--- src/rtl/systolic_feed_skewer.sv ---
// Feeder for the SIZE x SIZE systolic array: it accepts K-step beats, applies the triangular
// lane skew, and sequences the clear, feed, flush and done phases of each tile.
module systolic_feed_skewer #(
    parameter int SIZE       = 16,
    parameter int DATA_WIDTH = 8,
    parameter int K_WIDTH    = 16
) (
    input  logic                         clk,
    input  logic                         rst,
    input  logic                         start,
    input  logic [K_WIDTH-1:0]           k_len,
    input  logic                         in_valid,
    output logic                         in_ready,
    input  logic [SIZE*DATA_WIDTH-1:0]   in_a,
    input  logic [SIZE*DATA_WIDTH-1:0]   in_b,
    output logic [SIZE*DATA_WIDTH-1:0]   west_inputs,
    output logic [SIZE*DATA_WIDTH-1:0]   north_inputs,
    output logic                         accum_reset,
    output logic                         busy,
    output logic                         done
);

    typedef enum logic [2:0] {IDLE, CLEAR, FEED, FLUSH, DONE} state_t;

    localparam int FLUSH_LEN = 2 * SIZE - 1;
    localparam int FW        = $clog2(FLUSH_LEN + 1);

    state_t             state;
    logic [K_WIDTH-1:0] k_reg;
    logic [K_WIDTH-1:0] beat_cnt;
    logic [K_WIDTH-1:0] beat_next;
    logic [FW-1:0]      flush_cnt;
    logic               accept;
    logic               skew_clear;

    assign accept     = in_valid && in_ready;
    assign beat_next  = beat_cnt + K_WIDTH'(1);
    assign skew_clear = rst || (state == CLEAR);

    // All control outputs are registered alongside the state, so in_ready never
    // looks at in_valid.
    always_ff @(posedge clk) begin
        // NOTE: sequential state uses non-blocking assignments so every register
        // samples the pre-edge values, regardless of statement order.
        if (rst) begin
            state       <= IDLE;
            k_reg       <= '0;
            beat_cnt    <= '0;
            flush_cnt   <= '0;
            in_ready    <= 1'b0;
            accum_reset <= 1'b0;
            busy        <= 1'b0;
            done        <= 1'b0;
        end else begin
            case (state)
                IDLE: begin
                    done <= 1'b0;
                    if (start) begin
                        busy <= 1'b1;
                        if (k_len != '0) begin
                            k_reg       <= k_len;
                            beat_cnt    <= '0;
                            accum_reset <= 1'b1;
                            state       <= CLEAR;
                        end else begin
                            done  <= 1'b1;
                            state <= DONE;
                        end
                    end
                end
                CLEAR: begin
                    accum_reset <= 1'b0;
                    in_ready    <= 1'b1;
                    state       <= FEED;
                end
                FEED: begin
                    if (accept) begin
                        beat_cnt <= beat_next;
                        if (beat_next == k_reg) begin
                            in_ready  <= 1'b0;
                            flush_cnt <= '0;
                            state     <= FLUSH;
                        end
                    end
                end
                FLUSH: begin
                    // Zeros keep flowing until the last product reaches PE(SIZE-1, SIZE-1).
                    if (flush_cnt == FW'(FLUSH_LEN - 1)) begin
                        done  <= 1'b1;
                        state <= DONE;
                    end else begin
                        flush_cnt <= flush_cnt + FW'(1);
                    end
                end
                DONE: begin
                    done  <= 1'b0;
                    busy  <= 1'b0;
                    state <= IDLE;
                end
                default: state <= IDLE;
            endcase
        end
    end

    // Lane i is a shift register with i+1 stages. A cycle with no accepted beat
    // pushes a zero into every lane, which keeps the lanes aligned with each other.
    for (genvar i = 0; i < SIZE; i++) begin : g_lane
        logic [DATA_WIDTH-1:0] a_sr [0:i];
        logic [DATA_WIDTH-1:0] b_sr [0:i];

        always_ff @(posedge clk) begin
            // NOTE: the skew stages are reset explicitly, even though they hold
            // data, because the array edge must see zeros after reset or an abort.
            if (skew_clear) begin
                for (int j = 0; j <= i; j++) begin
                    a_sr[j] <= '0;
                    b_sr[j] <= '0;
                end
            end else begin
                a_sr[0] <= accept ? in_a[i*DATA_WIDTH +: DATA_WIDTH] : '0;
                b_sr[0] <= accept ? in_b[i*DATA_WIDTH +: DATA_WIDTH] : '0;
                for (int j = 1; j <= i; j++) begin
                    a_sr[j] <= a_sr[j-1];
                    b_sr[j] <= b_sr[j-1];
                end
            end
        end

        assign west_inputs[i*DATA_WIDTH +: DATA_WIDTH]  = a_sr[i];
        assign north_inputs[i*DATA_WIDTH +: DATA_WIDTH] = b_sr[i];
    end

endmodule

--- config.mk ---
export PLATFORM = sky130hd
export DESIGN_NAME = systolic_feed_skewer
export DESIGN_NICKNAME = d
export VERILOG_FILES = /design/src/rtl/systolic_feed_skewer.sv
export SDC_FILE = /design/constraint.sdc
export NUM_CORES = 2
export LEC_CHECK = 0
export ABC_AREA = 1
export CORE_ASPECT_RATIO = 1.2
export CORE_MARGIN = 2
export CORE_UTILIZATION = 34
export DETAILED_ROUTE_END_ITERATION = 12
export GPL_TIMING_DRIVEN = 0
export SLEW_MARGIN = 0
export SYNTH_ARGS = -nofsm -noshare
export SYNTH_HDL_FRONTEND = slang
export SYNTH_SLANG_ARGS = --single-unit
--- constraint.sdc ---
create_clock -name clk -period 1.9 [get_ports clk]
set_clock_uncertainty 0.2 [all_clocks]
set_input_delay 0.38 -clock clk [delete_from_list [all_inputs] [get_ports clk]]
set_output_delay 0.38 -clock clk [all_outputs]
set_load 0.005 [all_outputs]
# After elaboration in Yosys (flattened, before gate mapping)
# Memories as Yosys holds them, arrays and structs flattened.
# Cells that the tools add are included.
word_totals:
  mem_count: 32
  out_inout_bits: 260
  inputBits: 276
  elab_cells: 679
  ramBits: 2176
  regBits: 44
mem_list:
  columns: ["name", "depth", "width", "read_ports", "rd_clocked_by_memory_dff", "wr", "line", "text"]
  rows:
  - ["g_lane[15].a_sr", 16, 8, 16, 0, 16, "108", "logic [DATA_WIDTH-1:0] a_sr [0:i];"]
  - ["g_lane[15].b_sr", 16, 8, 16, 0, 16, "109", "logic [DATA_WIDTH-1:0] b_sr [0:i];"]
  - ["g_lane[14].a_sr", 15, 8, 15, 0, 15, "108", null]
  - ["g_lane[14].b_sr", 15, 8, 15, 0, 15, "109", null]
  - ["g_lane[13].a_sr", 14, 8, 14, 0, 14, "108", null]
  - ["g_lane[13].b_sr", 14, 8, 14, 0, 14, "109", null]
  - ["+26 memories", null, null, null, null, null, null, null]
op_classes:
  eq_ne: 12
  n_mux: 335
  addsub: 2
  bitwise: 270
  n_reduce_logical: 20
op_table:
  columns: ["op", "n"]
  rows:
  - ["$mux W8", 304]
  - ["$or A1 B1 Y1", 270]
  - ["$mux W16", 3]
  - ["$pmux W16 S2", 1]
  - ["$add A16 B1 Y16 const B", 1]
  - ["$eq A16 B16 Y1", 1]
  - ["$reduce_bool A16 Y1", 1]
  - ["$reduce_or A8 Y1", 2]
  - ["$mux W3", 5]
  - ["$mux W5", 3]
  - ["$mux W1", 13]
  - ["$ne A2 B2 Y1 const B", 6]
  - ["$pmux W3 S4", 1]
  - ["$reduce_and A4 Y1", 3]
  - ["$pmux W5 S2", 1]
  - ["$reduce_bool A2 Y1", 5]
  - ["$reduce_and A3 Y1", 3]
  - ["$eq A3 B2 Y1 const B", 2]
  - ["$pmux W1 S2", 3]
  - ["$add A5 B1 Y5 const B", 1]
  - ["$eq A5 B5 Y1 const B", 1]
  - ["$reduce_and A2 Y1", 2]
  - ["$eq A3 B1 Y1 const B", 1]
  - ["$eq A3 B3 Y1 const B", 1]
  - ["other kinds (5)", 5]

# Longest topological paths before layout
logic_depth:
  word_depth: 5
  ltp_mapped: 17

# Worst setup path before layout
# Ideal clock, no wire load.
synth_path:
  kind: "register to register"
  start: "reg beat_cnt[1]"
  end: "reg flush_cnt[1]"
  path_stages_with_launch: 17
  setup_ps: 113
  arrival_ps: 1730
  n_path_buf: 0
  t_required_ps: 1587
  setup_slack_ps: -143
  cell_sequence: "dfxtp_1 -> ha_1 -> nand2_2 -> nor2_4 -> nand2_2 -> nor2_2 -> nand2_1 -> nand2_1 -> nand2_1 -> nand2_1 -> nand2_1 -> nor2_2 -> nand3_2 -> nand2_4 -> nand2_4 -> nor2_1 -> nor2_1"
synth_via:
  elab_chain_cells: 4
synth_lines:
  columns: ["item", "line", "text"]
  rows:
  - ["from (decl)", "30", "logic [K_WIDTH-1:0] beat_cnt;"]
  - ["from (signal assigned)", "78", "beat_cnt <= beat_next;"]
  - ["$add A16 B1 Y16", "37", "assign beat_next = beat_cnt + K_WIDTH'(1);"]
  - ["$eq A16 B16 Y1", "79", "if (beat_next == k_reg) begin"]
  - ["$ne A2 B2 Y1 (no line)", null, null]
  - ["$reduce_and A4 Y1 (no line)", null, null]
  - ["to (signal assigned)", "92", "flush_cnt <= flush_cnt + FW'(1);"]
  - ["to (decl)", "32", "logic [FW-1:0] flush_cnt;"]
# Every way passes these cells.
# A chain may end at the register's enable or synchronous reset.

# Worst setup path in the final report
layout_path:
  start: "reg beat_cnt[1]"
  end: "reg flush_cnt[2]"
# Same word-level chain as after synthesis.

==> impl_metrics.yaml <==
global_routing:
  grt.total_usage_pct: 14.03
  antenna_found_initial: 17
  grt_pass1_vias: 40200
  grt_start_max_net_pins: 17
  grt_pass1_wl_um: 210200
  grt.overflow.total: 0
cts:
  tritoncts: "done"
  clk_latency_ns: 0.83
  cts_sinks: 2220
  cts_made_buffers: 206
  root_buffer: "clkbuf_16"
  clk_path_buf_depth: 3
  cts.clk_slew.worst_paths_ns: 0.06
  h-tree-depth: 4
place:
  hpwl_um: 94500
  io_buffers: 535
  gp_congestion: 0.8012
  dpl_cell_area_mm2: 0.07300
yosys:
  synth_top_family_by_area: "buffers and inverters"
  seq_area_frac_synth_pct: 68.91
  ys_types: 34
  synth_xor_area_share_pct: 0.01358
  avgSynthCellArea_um2: 8.820
  ys_seq_elements: 2220
  syn_inst: 7312
  yosys.area_share.simple_pct: 14.20
  synth.top_cell.area_share_pct: 68.91
  yosys_warnings: 0
  synth_compound_area_share_pct: 0.5976
  synth_top_cell_by_area: "dfxtp_1"
  synth.area.top_cells: "dfxtp_1 69%, inv_1 13%, nor2_1 13%"
  syn_area_mm2: 0.06449
  synth_adder_area_share_pct: 0.05820
  synthMuxAreaShare_pct: 0
  syn-num-nets: 7591
drt:
  remaining_drc_errors: 0
  dr_total_vias: 40500
  drtIter0Drc: 1475
  vias_per_cell: 3.740
  wl_per_cell_um: 12.53
  wl_um: 135700
  dr.pass1.iters: 5
  ant_nets: 0
floorplanning:
  initial_core_util_pct: 34.13
  dieWidth_um: 401.6
  io_pins: 536
  core_area_mm2: 0.1890
  rows: 175
  fp.dieH_um: 481.1
  die-area_mm2: 0.1932
layout:
  final_nets: 8456
  fillers: 18030
  biggestRegsByFlops: "g_lane.a_sr x1088, g_lane.b_sr x1088"
  areaGrowthSynthToFinish_pct: 29.25
  final_common_cell: "inv_1"
  layout-drive-gt1-share_pct: 14.28
  final_cell_mix: "2228 x inv_1, 2189 x nor2_1, 1985 x dfxtp_1"
  fin_area_mm2: 0.08335
worst_setup_path:
  crit_type: "reg2reg"
  worstPathArrival_ns: 2.76
  crit_family: "simple AND/OR/NAND/NOR gates"
  critPathMaxStageDelay_ns: 0.38
  cp_slowest_cell: "dfxtp_4"
  crit_chain: "ha_4, nand2_4, nor2_4, nand2_1, nand3_1, nand3_1, nor2_1, nand3_1, nor2_2, nand3_2, nand2_4, nand2_4, nor2_1, nor2_1"
  worstSetupStartpointType: "flop"
  crit_fanout: 8
  path_buf_inv: 0
  endpoint_kind: "flop"
  reg2reg_setup_slack_ns: -0.38
  critPathRequiredTime_ns: 2.39
outcome:
  violations: "negative setup slack"
  status: "finished, violations left"
timing:
  finalHoldViolCount: 0
  setup_viol: 34
  fin_ws_ns: -0.3761
  rsz0062_at_grt: "yes"
  min_period_ns: 2.276
  fmax_mhz: 439.3
  relSlewSlack_pct: 55.83
  finalHoldWorstSlack_ns: 0.07924
  period_share_pct: 119.8
  slew_viol_final: 0
  tightest_slew_ns: 0.6626
power:
  power_density_mw_per_mm2: 1210
  peakVddDrop_mv: 0.9453
  fin_total_pwr_mw: 100.8
  p_leak_nw: 32.19
job:
  maxCapViolCount: 0
worst_hold_path:
  hp-class: "in2reg"
==> cells by family after synthesis <==
logic type               Yosys count
buffers and inverters           2632
adder cells (fa/ha/maj)            3
XOR/XNOR                           1
flip-flops                      2220
AO/OA/AOI/OAI                     68
AND/OR/NAND/NOR                 2388
==> metrics by stage <==
stage	utilization, %	setup slack [ns]	TNS (ns)	instances
floorplan	-	-0.05275	-0.2003	7312
global placement	38.61	-2.918	-4050.42	10330
detailed placement	38.63	-2.941	-4037.46	10330
CTS	44.23	-0.3226	-150.87	10960
global route	44.11	-0.4994	-14.45	10830
finish	44.11	-0.3761	-3.364	10830
==> repair_timing <==
item	CTS	global route
hold buffers	256	0
endpoints found under the setup margin	2468	2459
cloned	0	1
pin swaps	3	7
resized for setup	763	1286
buffers inserted	1	14
hold endpoints to repair	256	0
==> routing by layer <==
layer / GRT usage, % / routed length (um) / up-vias
met5: 0 / 59 / -
met4: 4.495 / 3467 / 10
met3: 3.406 / 7067 / 235
met2: 22.26 / 58250 / 759
met1: 18.74 / 66900 / 18020
li1: - / - / 21480
==> cell type report <==
| class | instances | area (um2) | area share [%] |
|---|---|---|---|
| sequential | 2220 | 44820 | 53.78 |
| multi-input combinational | 2460 | 9859 | 11.83 |
| inverter | 2231 | 8379 | 10.05 |
| timing repair buffer | 808 | 7880 | 9.454 |
| clock buffer | 275 | 5897 | 7.075 |
| tap | 2478 | 3100 | 3.720 |
| buffer | 250 | 2003 | 2.403 |
| clock inverter | 99 | 1389 | 1.666 |
| antenna | 8 | 20.02 | 0.02402 |
==> synth_stat cells (all sizes together) <==
library cell	instances
nor2	2236
inv	2231
dfxtp	2220
clkbuf	244
buf	157
nand2	98
nand3	34
a21oi	30
o21ai	24
nand4	10
a22oi	6
nor4	4
a32oi	3
ha	3
nor3	3
nand3b	2
o21bai	2
a211oi	1
a31o	1
and2	1
o2111ai	1
xor2	1
==> worst paths after layout <==
path / start / endpoint / depth (start not counted)
hold / removal: in_b[61] / g_lane[7].b_sr[0][5] / 3
hold reg to reg: g_lane[8].b_sr[0][62] / g_lane[8].b_sr[0][70] / 2
setup / recovery: beat_cnt[1] / flush_cnt[2] / 14
setup reg to reg: beat_cnt[1] / flush_cnt[2] / 14
==> worst register-to-register path: cells and delay by family, from the launching register on <==
family,cells,cell delay [ns]
simple gates,13,1.39
flops,1,0.38
fa+ha+maj,1,0.16
==> power by group <==
part           total [mW]  leakage [nW]  switching (mW)  internal [mW]
Clock                43.0          3.55            17.9           25.1
Sequential           47.5          18.0           0.310           47.2
Combinational        10.3          10.6            6.58           3.74
Total                 101          32.2            24.8           76.0
Note: power is estimated with default switching activity, not from simulation.
